`config.mk`:
```
export PLATFORM = sky130hd
export DESIGN_NAME = des_key_schedule
export DESIGN_NICKNAME = d
export VERILOG_FILES = /design/src/rtl/des_pkg.sv /design/src/rtl/des_pc2.sv /design/src/rtl/des_key_schedule.sv
export SDC_FILE = /design/constraint.sdc
export NUM_CORES = 1
export LEC_CHECK = 0
export ABC_AREA = 1
export BUFFER_PORTS_ARGS = -buffer_cell sky130_fd_sc_hd__buf_2
export CAP_MARGIN = 20
export CORE_MARGIN = 8
export CORE_UTILIZATION = 52
export CTS_BUF_LIST = sky130_fd_sc_hd__clkbuf_4
export DETAILED_ROUTE_END_ITERATION = 6
export GPL_TIMING_DRIVEN = 1
export PLACE_DENSITY_LB_ADDON = 0.1
export REMOVE_ABC_BUFFERS = 1
export SYNTH_ARGS = -nofsm -noshare
export SYNTH_HDL_FRONTEND = slang
export SYNTH_SLANG_ARGS = --single-unit
```
`constraint.sdc`:
```
create_clock -name clk -period 1.6 [get_ports clk]
set_input_delay 0.08 -clock clk [delete_from_list [all_inputs] [get_ports clk]]
set_output_delay 0.08 -clock clk [all_outputs]
set_load 0.02 [all_outputs]
```
`src/rtl/des_pkg.sv`:
```
`default_nettype none
// +--------------------------------------------------------------------------+
// | des_pkg                                                                  |
// | Shared DES tables and helpers for the key schedule and datapath.          |
// | Revision: 1.0                                                            |
// +--------------------------------------------------------------------------+
package des_pkg;

    typedef logic [27:0] half_key_t;

    localparam int SHIFT_TABLE [16] = '{1, 1, 2, 2, 2, 2, 2, 2, 1, 2, 2, 2, 2, 2, 2, 1};

    localparam int PC1_TABLE [56] = '{
        57, 49, 41, 33, 25, 17,  9,
         1, 58, 50, 42, 34, 26, 18,
        10,  2, 59, 51, 43, 35, 27,
        19, 11,  3, 60, 52, 44, 36,
        63, 55, 47, 39, 31, 23, 15,
         7, 62, 54, 46, 38, 30, 22,
        14,  6, 61, 53, 45, 37, 29,
        21, 13,  5, 28, 20, 12,  4
    };

    localparam int PC2_TABLE [48] = '{
        14, 17, 11, 24,  1,  5,
         3, 28, 15,  6, 21, 10,
        23, 19, 12,  4, 26,  8,
        16,  7, 27, 20, 13,  2,
        41, 52, 31, 37, 47, 55,
        30, 40, 51, 45, 33, 48,
        44, 49, 39, 56, 34, 53,
        46, 42, 50, 36, 29, 32
    };

    // DES numbers bits from 1 at the MSB, so table entry n selects vector bit (width - n).
    function automatic logic [55:0] pc1(input logic [63:0] key);
        logic [55:0] r;
        r = '0;
        for (int i = 0; i < 56; i++) begin
            r[6'(55 - i)] = key[6'(64 - PC1_TABLE[i])];
        end
        return r;
    endfunction

    function automatic half_key_t rotl(input half_key_t x, input int s);
        return (s == 2) ? {x[25:0], x[27:26]} : {x[26:0], x[27]};
    endfunction

    function automatic half_key_t rotr(input half_key_t x, input int s);
        return (s == 2) ? {x[1:0], x[27:2]} : {x[0], x[27:1]};
    endfunction

endpackage
`default_nettype wire

```
`src/rtl/des_pc2.sv`:
```
`default_nettype none
// +--------------------------------------------------------------------------+
// | des_pc2                                                                  |
// | Combinational DES Permuted Choice 2, {C,D} 56 bits -> 48-bit subkey.      |
// | Revision: 1.0                                                            |
// +--------------------------------------------------------------------------+
module des_pc2
    import des_pkg::*;
(
    input  logic [55:0] i_cd,
    output logic [47:0] o_subkey
);

    genvar i;
    generate
        for (i = 0; i < 48; i++) begin : g_bit
            assign o_subkey[47 - i] = i_cd[56 - PC2_TABLE[i]];
        end
    endgenerate

endmodule
`default_nettype wire

```
`src/rtl/des_key_schedule.sv`:
```
`default_nettype none
// +--------------------------------------------------------------------------+
// | des_key_schedule                                                         |
// | Sequential DES key schedule: one 48-bit subkey per handshake, enc/dec.    |
// | Revision: 1.0                                                            |
// +--------------------------------------------------------------------------+
module des_key_schedule
    import des_pkg::*;
#(
    parameter int PARITY_CHECK = 1
) (
    input  logic        clk,
    input  logic        rst_n,
    input  logic [63:0] key_in,
    input  logic        decrypt,
    input  logic        key_valid,
    output logic        key_ready,
    output logic [47:0] subkey,
    output logic        subkey_valid,
    input  logic        subkey_ready,
    output logic [3:0]  round_idx,
    output logic        last_round,
    output logic        parity_err
);

    localparam logic S_IDLE = 1'b0;
    localparam logic S_RUN  = 1'b1;

    logic        r_state;
    half_key_t   r_c;
    half_key_t   r_d;
    logic [3:0]  r_round_idx;
    logic        r_dir;
    logic        r_parity_err;

    logic [55:0] w_pc1;
    logic [3:0]  w_enc_sel;
    logic [3:0]  w_dec_sel;
    half_key_t   w_c_next;
    half_key_t   w_d_next;
    logic        w_parity_bad;

    assign w_pc1     = pc1(key_in);
    assign w_enc_sel = r_round_idx + 4'd1;
    assign w_dec_sel = 4'd15 - r_round_idx;

    // Decrypt walks the schedule backwards, undoing the shifts in reverse order.
    always_comb begin
        w_c_next = r_c;
        w_d_next = r_d;
        if (r_dir) begin
            w_c_next = rotr(r_c, SHIFT_TABLE[w_dec_sel]);
            w_d_next = rotr(r_d, SHIFT_TABLE[w_dec_sel]);
        end else begin
            w_c_next = rotl(r_c, SHIFT_TABLE[w_enc_sel]);
            w_d_next = rotl(r_d, SHIFT_TABLE[w_enc_sel]);
        end
    end

    generate
        if (PARITY_CHECK != 0) begin : g_parity
            always_comb begin
                w_parity_bad = 1'b0;
                for (int b = 0; b < 8; b++) begin
                    if (~^key_in[b*8 +: 8]) begin
                        w_parity_bad = 1'b1;
                    end
                end
            end
        end else begin : g_no_parity
            assign w_parity_bad = 1'b0;
        end
    endgenerate

    always_ff @(posedge clk or negedge rst_n) begin
        if (!rst_n) begin
            r_state      <= S_IDLE;
            r_c          <= '0;
            r_d          <= '0;
            r_round_idx  <= 4'd0;
            r_dir        <= 1'b0;
            r_parity_err <= 1'b0;
        end else begin
            case (r_state)
                S_IDLE: begin
                    if (key_valid) begin
                        // C16/D16 equal C0/D0, so decrypt starts from the unrotated halves.
                        if (decrypt) begin
                            r_c <= w_pc1[55:28];
                            r_d <= w_pc1[27:0];
                        end else begin
                            r_c <= rotl(w_pc1[55:28], 1);
                            r_d <= rotl(w_pc1[27:0], 1);
                        end
                        r_round_idx  <= 4'd0;
                        r_dir        <= decrypt;
                        r_parity_err <= w_parity_bad;
                        r_state      <= S_RUN;
                    end
                end
                default: begin
                    if (subkey_ready) begin
                        if (r_round_idx == 4'd15) begin
                            r_state <= S_IDLE;
                        end else begin
                            r_c         <= w_c_next;
                            r_d         <= w_d_next;
                            r_round_idx <= r_round_idx + 4'd1;
                        end
                    end
                end
            endcase
        end
    end

    des_pc2 u_pc2 (
        .i_cd     ({r_c, r_d}),
        .o_subkey (subkey)
    );

    assign key_ready    = (r_state == S_IDLE);
    assign subkey_valid = (r_state == S_RUN);
    assign round_idx    = r_round_idx;
    assign last_round   = (r_state == S_RUN) && (r_round_idx == 4'd15);
    assign parity_err   = r_parity_err;

endmodule
`default_nettype wire

```
==> summary.md, run 1 <==
| Metric | Value |
|---|---|
| Leakage | 4.00 nW |
| Fill count | 1083 |
| #FFs+latches synth | 63 |
| Initial antenna violation count | 1 |
| Total grt overflow | 0 |
| Top Usage Layer GRT | met2 |
| Failing checks | negative setup slack |
| Die ar. | ~0.015 mm2 |
| Reg clk slew, reported paths | 120 ps |
| First-pass iteration count of the detailed router | 6 |
| Max-cap violation count | 0 |
| Critical path endpoint category | flop |
| Antenna-violating nets left | 0 |
| DRC viols | 0 |
| Root Buffer | clkbuf_4 |
| H-tree depth | 3 |
| CP Launch Type | flop |
| RSZ-0062 raised after global routing | true |
| Total CTS buffers | 9 |
| Sequential cell area fraction in the yosys report | 25.8% |
| Initial core utilization | around 53% |
| Clock Latency Late Sink | 440 ps |
| Dpl hpwl | 11900 um |
| Crit Path Category | reg2reg |
| Hold depth | 3 |
| Met3 GRT Util | 6.43% |
| Slew @ Worst Pin | 392 ps |
| Worst-path fanout max | 14 |
| Ratio of cells with drive above 1 in the final layout | 22.5% |
| CTS tree | done |
| Min-Delay Endpoint | subkey_valid |
| Fmax | between 500 and 600 MHz |
| Met1 Use GR | 29.4% |
| Routed length per instance | 15.2 um |
| Arr. time, crit path | about 2300 ps |
| Min-delay src | subkey_ready |
| Initial drt markers | 880 |
| Via Count | 6829 |
| Grt met2 use | approximately a third |
| Hold Fails Final Rpt | 0 |
| Global-route wire length before repair | 29800 um |
| Final setup TNS | -15820 ps |
| # setup viols final | 58 |
| Max Root-Sink Buffers | 2 |
| Syn Inst Count | 1020 |
| Synth warn | 0 |
| Pwr dens | 2400 mW/mm2 |
| Fin. max-slew vios | 0 |
| Vias per inst | 5.44 |
| WL final | roughly 19000 um |
| Yosys top cell area share | 30.6% |
| Io pins | 125 |
| Cell area after synthesis | 0.00611 mm2 |
| Die height | 124 um |
| Final #Nets | 1185 |
| Required @ worst endpoint | 1970 ps |
| Worst reg2reg setup slack | -330 ps |
| Port bufs | 124 |
| Ranking of synthesized cells by area | nand2_1, dfrtp_1, nand3_1 |
| Critical path origin | round_idx[0] |
| Worst Skew | 21.1 ps |
| GPL Wtd Cong | 0.805 |
| Tcrit/Tclk final | 121% |
| FF-to-FF End | r_d[25] |
| Clk sinks | 63 |
| Post-synth top area cell | nand2_1 |
| Vias in the first global route | 6139 |
| Row cnt | 39 |
| Largest net degree at the start of global routing | 64 |
| RR Startpoint | round_idx[0] |
| Min Clock Period, post-route | slightly below 2000 ps |
| Core box area | 0.0115 mm2 |
| Worst Slack Setup Final | -328 ps |
| Synth unique cells | 30 |
| Hold WS | just over 9 ps |
| Worst hold path type | in2reg |
| Run status | complete, but fails checks |
| Average size of a mapped cell | 5.99 um2 |
| Gr usage total | 22.1% |
| Max_slew headroom | 73.9% |
| Layout overhead on the synthesized area | 22.3% |
| R2R depth | 11 |
| Worst VDD drop | 1.76 mV |
| Die width | 124 um |
[layout make-up]
type | count | area (um2) | share of cell area (%)
multi-input combinational | 790 | 3890 | 52.1
sequential | 63 | 1580 | 21.1
timing repair buffer | 186 | 1490 | 19.9
inverter | 60 | 253 | 3.38
tap | 143 | 179 | 2.39
clock buffer | 9 | 67.6 | 0.904
clock inverter | 4 | 16.3 | 0.218
antenna | 1 | 2.50 | 0.0335
[metrics by stage]
step	power, mW	std cells	utilization (%)	setup slack, ps	instance area, um2
floorplan	8.91	913	-	-2210	5420
CTS	15.4	1245	60.9	-218	6980
finish	18.0	1256	65.2	-328	7480
global route	19.2	1256	65.2	-377	7480
detailed placement	13.8	1225	58.5	-253	6710
global placement	13.7	1225	58.5	-263	6710
[per-layer routing]
layer / up-vias / wire length, um
li1: 3409 / -
met1: 3044 / 8240
met2: 347 / 8600
met3: 29 / 1970
met4: 0 / 259
met5: - / 0
[repair_timing]
action / in CTS / in global routing
setup buffers: 3 / 2
hold buffers: 2 / 0
cloned: 2 / 8
gates resized for setup: 25 / 66
endpoints found under the hold margin: 64 / 0
endpoints found under the setup margin: 61 / 61
pin swaps: 4 / 7
[cell families (layout without fill, tap and decap cells)]
| family | after synthesis | after routing | share of synthesized area [%] |
|---|---|---|---|
| xor gates and xnor gates | 33 | 33 | 4.85 |
| adders and majority gates | 6 | 6 | 1.23 |
| DFF | 63 | 63 | 25.8 |
| other | 0 | 1 | 0 |
| AOI/OAI and AO/OA | 99 | 99 | 10.0 |
| buffers and inverters | 167 | 259 | 15.0 |
| and+or+nand+nor | 652 | 652 | 43.0 |
[sequential cells by signal, indices dropped and copies added, names as in the netlist]
register,count
r_dir,1
subkey_valid,1
round_idx,4
r_c,28
r_d,28
parity_err,1
[worst max-delay path by stage]
| stage | slack, ps | cells past startpoint | end |
|---|---|---|---|
| 3_5_place_dp | -250 | 12 | r_c[0] |
| 5_1_grt | -380 | 11 | r_d[12] |
| 4_1_cts | -220 | 11 | r_c[4] |
| 6_report | -330 | 11 | r_d[25] |
| 2_1_floorplan | -2210 | 8 | r_d[0] |
| 3_3_place_gp | -260 | 12 | r_c[0] |
[cells in the mapped netlist (all sizes together)]
| master | count |
|---|---|
| a31oi | 56 |
| a22oi | 12 |
| inv | 60 |
| buf | 87 |
| xor2 | 16 |
| nor4 | 4 |
| o22ai | 1 |
| dfrtp | 63 |
| nor2 | 23 |
| clkbuf | 20 |
| o31ai | 1 |
| nand3 | 121 |
| a21oi | 5 |
| nand2 | 502 |
| o21ai | 23 |
| nand4 | 1 |
| xnor2 | 17 |
| ha | 6 |
| o32ai | 1 |
| or2 | 1 |
[worst max-delay path: stages (launching register included)]
cell	delay [ps]
dfrtp_1	440
ha_4	200
nor2_4	120
nor2_2	60
buf_4	130
o21ai_4	220
buf_6	180
clkbuf_16	180
nand3_1	90
nand3_1	100
nand2_1	50
nand2_1	60
[cells in the final DEF, fill, tap and decap left out, drive strengths merged]
| master | count |
|---|---|
| nand2 | 502 |
| buf | 176 |
| or2 | 1 |
| o31ai | 1 |
| ha | 6 |
| nor2 | 23 |
| a21oi | 5 |
| nand3 | 121 |
| xor2 | 16 |
| xnor2 | 17 |
| o32ai | 1 |
| diode | 1 |
| a31oi | 56 |
| nor4 | 4 |
| dlygate4sd3 | 2 |
| a22oi | 12 |
| inv | 60 |
| clkinv | 4 |
| nand4 | 1 |
| dfrtp | 63 |
| clkbuf | 17 |
| o22ai | 1 |
| o21ai | 23 |
[power breakdown]
part,switching (mW),leakage (nW),internal (mW)
sequential,1.16,0.799,2.29
clock,0.589,0.0500,0.276
combinational,7.90,3.15,5.75
(Power assumes the default switching activity.)
==> run 2: changes to the inputs <==
--- a/config.mk
+++ b/config.mk
@@ -8,7 +8,7 @@
 export ABC_AREA = 1
 export BUFFER_PORTS_ARGS = -buffer_cell sky130_fd_sc_hd__buf_2
 export CAP_MARGIN = 20
-export CORE_MARGIN = 8
+export CORE_MARGIN = 4
 export CORE_UTILIZATION = 52
 export CTS_BUF_LIST = sky130_fd_sc_hd__clkbuf_4
 export DETAILED_ROUTE_END_ITERATION = 6
==> summary.md, run 2 (same netlist as run 1, synthesis figures left out) <==
| Metric | Value |
|---|---|
| Worst VDD drop | around 1.3 mV |
| Leading cell type in the layout, fill and taps excluded | nand2_1 |
| Initial antenna violation count | 0 |
| Gr usage total | roughly a quarter |
| Root Buffer | clkbuf_4 |
| Initial core utilization | approximately 53% |
| Run status | complete, but fails checks |
| H-tree depth | 3 |
| Combinational share of power | 76.4% |
| Clock Latency Late Sink | 430 ps |
| Reg clk slew, reported paths | 120 ps |
| Final standard cell area without fillers | 0.00763 mm2 |
| Critical path endpoint category | flop |
| Layout overhead on the synthesized area | 24.8% |
| Clk pwr share | 5.1% |
| Total CTS buffers | 9 |
| Max Root-Sink Buffers | 2 |
| CP Launch Type | flop |
| Required @ worst endpoint | 1960 ps |
| CP cell instances | ha_4 > buf_4 > o31ai_4 > nand2_4 > nand2_4 > clkbuf_16 > nand2_1 > nand3_1 > nand2_1 > nand2_1 |
| Worst-path fanout max | 18 |
| Fill count | 1038 |
| First-pass iteration count of the detailed router | 6 |
| Diode count | 0 |
| Final #Nets | 1194 |
| Overall power | approximately 19 mW |
| Min Clock Period, post-route | 2010 ps |
| Core box area | about 0.011 mm2 |
| Max incr delay on CP | ~480 ps |
| Global-route wire length before repair | 29000 um |
| Vias in the first global route | 6029 |
| Crit Path Category | reg2reg |
| Slew @ Worst Pin | ~370 ps |
| WL final | about 21000 um |
| Sequential Power Share | 18.5% |
| R2R depth | 10 |
| Worst Skew | 9.53 ps |
| Max_slew headroom | around 75% |
| CTS tree | done |
| DRC viols | 0 |
| Die height | 116 um |
| Via Count | 7173 |
| Cell at the slowest stage of the critical path | dfrtp_2 |
| GPL Wtd Cong | 0.823 |
| Clk sinks | 63 |
| Vias per inst | 5.66 |
| Fin. max-slew vios | 0 |
| RSZ-0062 raised after global routing | true |
| Initial drt markers | just over 800 |
| Io pins | ~130 |
| Routed length per instance | 16.2 um |
| Total grt overflow | 0 |
| Pwr dens | 2480 mW/mm2 |
| Most frequent cells in the layout | nand2_1, buf_2, nand3_1 |
| Dpl hpwl | roughly 11000 um |
| Top Family by Delay on Critical Path | simple AND/OR/NAND/NOR gates |
| Worst Slack Setup Final | -411 ps |
| Die width | approximately 120 um |
| Failing checks | negative hold slack, negative setup slack |
| Cell mode on critical path | nand2_1 |
| Arr. time, crit path | 2380 ps |
| Net Sw Frac | between 50 and 60% |
| Fmax | 497 MHz |
| Row cnt | 39 |
| Hold depth | 3 |
| Internal | 8.74 mW |
| # setup viols final | 59 |
| Area after DPL | between 0.006 and 0.007 mm2 |
| Crit path buf inv count | 2 |
| Leakage | about 4.1 nW |
| Die ar. | 0.0136 mm2 |
| Psw | approximately 10 mW |
| Worst hold path type | in2reg |
| Antenna-violating nets left | 0 |
| Largest net degree at the start of global routing | 57 |
| Hold Fails Final Rpt | 1 |
| Ratio of cells with drive above 1 in the final layout | 23.6% |
| Tcrit/Tclk final | 126% |
| Hold WS | -5.64 ps |
| Port bufs | 124 |
| CP Depth | 10 |
| Max-cap violation count | 0 |
[run 2: cell types whose count changed in the layout (fill, tap and decap cells not counted), moves of 2 or more]
cell	previous run	this run
clkbuf_16	8	12
buf_6	10	13
nand2_2	13	9
clkinv_2	1	4
nand2_4	4	8
buf_8	0	3
dfrtp_1	61	59
nor4_2	2	0
buf_12	14	11
nor4_1	2	4
buf_4	27	29
dfrtp_2	2	4
[run 2: final cells by class]
type	count	area, um2	share of cell area [%]
Timing Repair Buffer	195	1620	21.2
Multi-Input combinational cell	790	3900	51.2
Tap cell	143	179	2.35
Clock buffer	10	75.1	0.984
Clock inverter	6	27.5	0.361
Inverter	60	243	3.18
Sequential cell	63	1580	20.7
[run 2: power groups by stage]
stage	combinational, mW	clock [mW]	sequential [mW]
floorplan	5.05	0	3.86
global placement	10.1	0	3.39
detailed placement	10.2	0	3.37
CTS	10.5	0.956	3.35
global route	15.5	1.02	3.61
finish	14.5	0.958	3.51
[run 2: per-stage QoR]
| step | setup WS, ps | hold WS [ps] | TNS [ps] | utilization, % | instances |
|---|---|---|---|---|---|
| 2_1_floorplan | -2210 | -216 | -127040 | - | 913 |
| 3_3_place_gp | -218 | -0.218 | -11180 | 58.0 | 1221 |
| 3_5_place_dp | -254 | 0.277 | -12740 | 58.0 | 1221 |
| 4_1_cts | -223 | 5.69 | -11110 | 60.0 | 1241 |
| 5_1_grt | -469 | 22.1 | -23360 | 66.5 | 1267 |
| 6_report | -411 | -5.64 | -18110 | 66.5 | 1267 |
[run 2: final timing paths]
check	from	to	slack, ps
max	round_idx[1]	r_d[23]	-410
min	subkey_ready	subkey_valid	-6
max reg2reg	round_idx[1]	r_d[23]	-410
min reg2reg	parity_err	parity_err	530
max in group asynchronous	rst_n	r_dir	920
min in group asynchronous	rst_n	r_d[6]	70
[run 2: worst reg2reg max path: stages, from the launching register on]
cell and delay (ps):
dfrtp_2 480, ha_4 200, buf_4 140, o31ai_4 260, nand2_4 160, nand2_4 190, clkbuf_16 220, nand2_1 70
nand3_1 90, nand2_1 60, nand2_1 80
[run 2: timing repair]
item,in CTS,in global routing
setup endpoints to repair,61,61
hold buffers,2,0
hold endpoints to repair,66,0
setup buffers,0,9
gates cloned,2,17
resized for setup,15,79
pin swaps,0,14
[run 2: metal layers]
metal	vias up	GRT usage, %	share of wire (%)
met5	-	0	0
met4	0	5.96	3.1
met3	60	6.37	12
met2	467	40.8	46
met1	3208	36.4	39
li1	3438	-	-
==> run 3: changes to the inputs <==
==> constraint.sdc (replaced) <==
create_clock -name clk -period 1.6 [get_ports clk]
set_input_delay 0.08 -clock clk [delete_from_list [all_inputs] [get_ports clk]]
set_output_delay 0.08 -clock clk [all_outputs]
set_load 0.005 [all_outputs]
==> summary.md, run 3 (same netlist as run 1, synthesis figures left out) <==
| Metric | Value |
|---|---|
| Max-cap violation count | 0 |
| Pwr dens | 2370 mW/mm2 |
| Initial drt markers | approximately 750 |
| Final setup TNS | -16530 ps |
| Fin. max-slew vios | 0 |
| Fmax | 515 MHz |
| First-pass iteration count of the detailed router | 7 |
| Most frequent cells in the layout | nand2_1, buf_2, nand3_1 |
| Critical path endpoint category | flop |
| Worst-path fanout max | 14 |
| Slew @ Worst Pin | between 300 and 400 ps |
| Root Buffer | clkbuf_4 |
| Ratio of cells with drive above 1 in the final layout | 23.3% |
| Worst Slack Setup Final | -342 ps |
| Crit Path Category | reg2reg |
| Clock Latency Late Sink | approximately 430 ps |
| Gr usage total | between 20% and 30% |
| Final #Nets | approximately 1200 |
| Vias in the first global route | between 6000 and 7000 |
| RSZ-0062 raised after global routing | true |
| Total grt overflow | 0 |
| Arr. time, crit path | between 2000 and 2500 ps |
| Min Clock Period, post-route | 1940 ps |
| DRC viols | 4 |
| Worst VDD drop | 1.30 mV |
| Io pins | 125 |
| Vias per inst | 5.60 |
| Diode count | 0 |
| Routed length per instance | 16.0 um |
| Final cell count without fillers | around 1300 |
| GPL Wtd Cong | 0.823 |
| Worst hold path type | in2reg |
| Via Count | 7094 |
| Antenna-violating nets left | 0 |
| Row cnt | 39 |
| Leakage | about 4.1 nW |
| Cell at the slowest stage of the critical path | dfrtp_2 |
| Die width | approximately 120 um |
| Core box area | around 0.011 mm2 |
| CP cell instances | buf_6 > ha_2 > nor2_4 > nand2_2 > o31ai_4 > nand2_2 > buf_6 > buf_12 > nand3_1 > nand3_1 > nand2_1 > nand2_1 |
| WL final | 20300 um |
| Max incr delay on CP | 470 ps |
| CP Launch Type | flop |
| Max_slew headroom | approximately three quarters |
| Die ar. | 0.0136 mm2 |
| Max Root-Sink Buffers | 2 |
| Hold Fails Final Rpt | 1 |
| Run status | complete, but fails checks |
| Clk sinks | 63 |
| Hold WS | -10.2 ps |
| Global-route wire length before repair | 29500 um |
| # setup viols final | 60 |
| Reg clk slew, reported paths | 120 ps |
| Worst Skew | 14.2 ps |
| Port bufs | 124 |
| Failing checks | design-rule violations, negative hold slack, negative setup slack |
| Dpl hpwl | 11400 um |
| Largest net degree at the start of global routing | 57 |
| Required @ worst endpoint | around 1900 ps |
| Layout overhead on the synthesized area | 23.5% |
| Initial antenna violation count | 0 |
| Total CTS buffers | 9 |
| Placed Cells | 1221 |
| Die height | approximately 120 um |
| H-tree depth | 3 |
| Initial core utilization | 53.3% |
| Fin util | about 66% |
| Tcrit/Tclk final | 121% |
| CTS tree | done |
| Leading cell type in the layout, fill and taps excluded | nand2_1 |
==> run 3: final cells by class <==
class,instances,area (um2)
Sequential cell,63,1580
Tap cell,143,179
Clock buffer,10,75.1
Multi-Input combinational cell,790,3830
Clock inverter,6,27.5
Inverter,60,240
Fill cell,1057,3920
Timing Repair Buffer,194,1610
==> run 3: worst paths after layout <==
path                                 to  cells past startpoint    startpoint  slack (ps)
setup reg to reg                 r_d[0]                     12  round_idx[1]        -340
hold reg to reg              parity_err                      2    parity_err         530
setup / recovery                 r_d[0]                     12  round_idx[1]        -340
hold / removal             subkey_valid                      3  subkey_ready         -10
min in group asynchronous       r_d[15]                      2         rst_n          70
max in group asynchronous         r_dir                      3         rst_n         920
==> run 3: worst max-delay path: cells and delay by family (launching register included) <==
kind                       cells  cell delay, ps
adders and majority gates      1             190
AOI/OAI and AO/OA              1              60
buffers and inverters          3             460
and+or+nand+nor                7             640
DFF                            1             470
==> run 3: power breakdown <==
| group | internal (mW) | switching [mW] |
|---|---|---|
| sequential | 2.30 | 1.17 |
| combinational | 5.92 | 7.55 |
| clock | 0.316 | 0.639 |
| total | 8.53 | 9.36 |
==> run 3: layer usage <==
layer / global-route usage, % / up-vias / part of all wire, %
met5: 0 / - / 0
met4: 6.81 / 0 / 2.9
met3: 6.01 / 56 / 13
met2: 41.6 / 416 / 45
met1: 36.8 / 3187 / 39
li1: - / 3435 / -
==> run 3: stage by stage <==
stage                     setup WS, ps  cell area (um2)  power [mW]
after global placement            -218             6660        12.8
final                             -342             7550        17.9
after CTS                         -217             6960        14.3
after detailed placement          -254             6660        12.9
after floorplan                  -2120             5420        8.30
after global routing              -439             7550        19.1
==> run 3: repair_timing <==
action | in CTS | in global routing
resized for setup | 19 | 64
cloned | 4 | 15
buffers inserted | 2 | 6
endpoints found under the setup margin | 61 | 61
hold endpoints to repair | 66 | 0
hold buffers | 2 | 0
pin swaps | 0 | 14
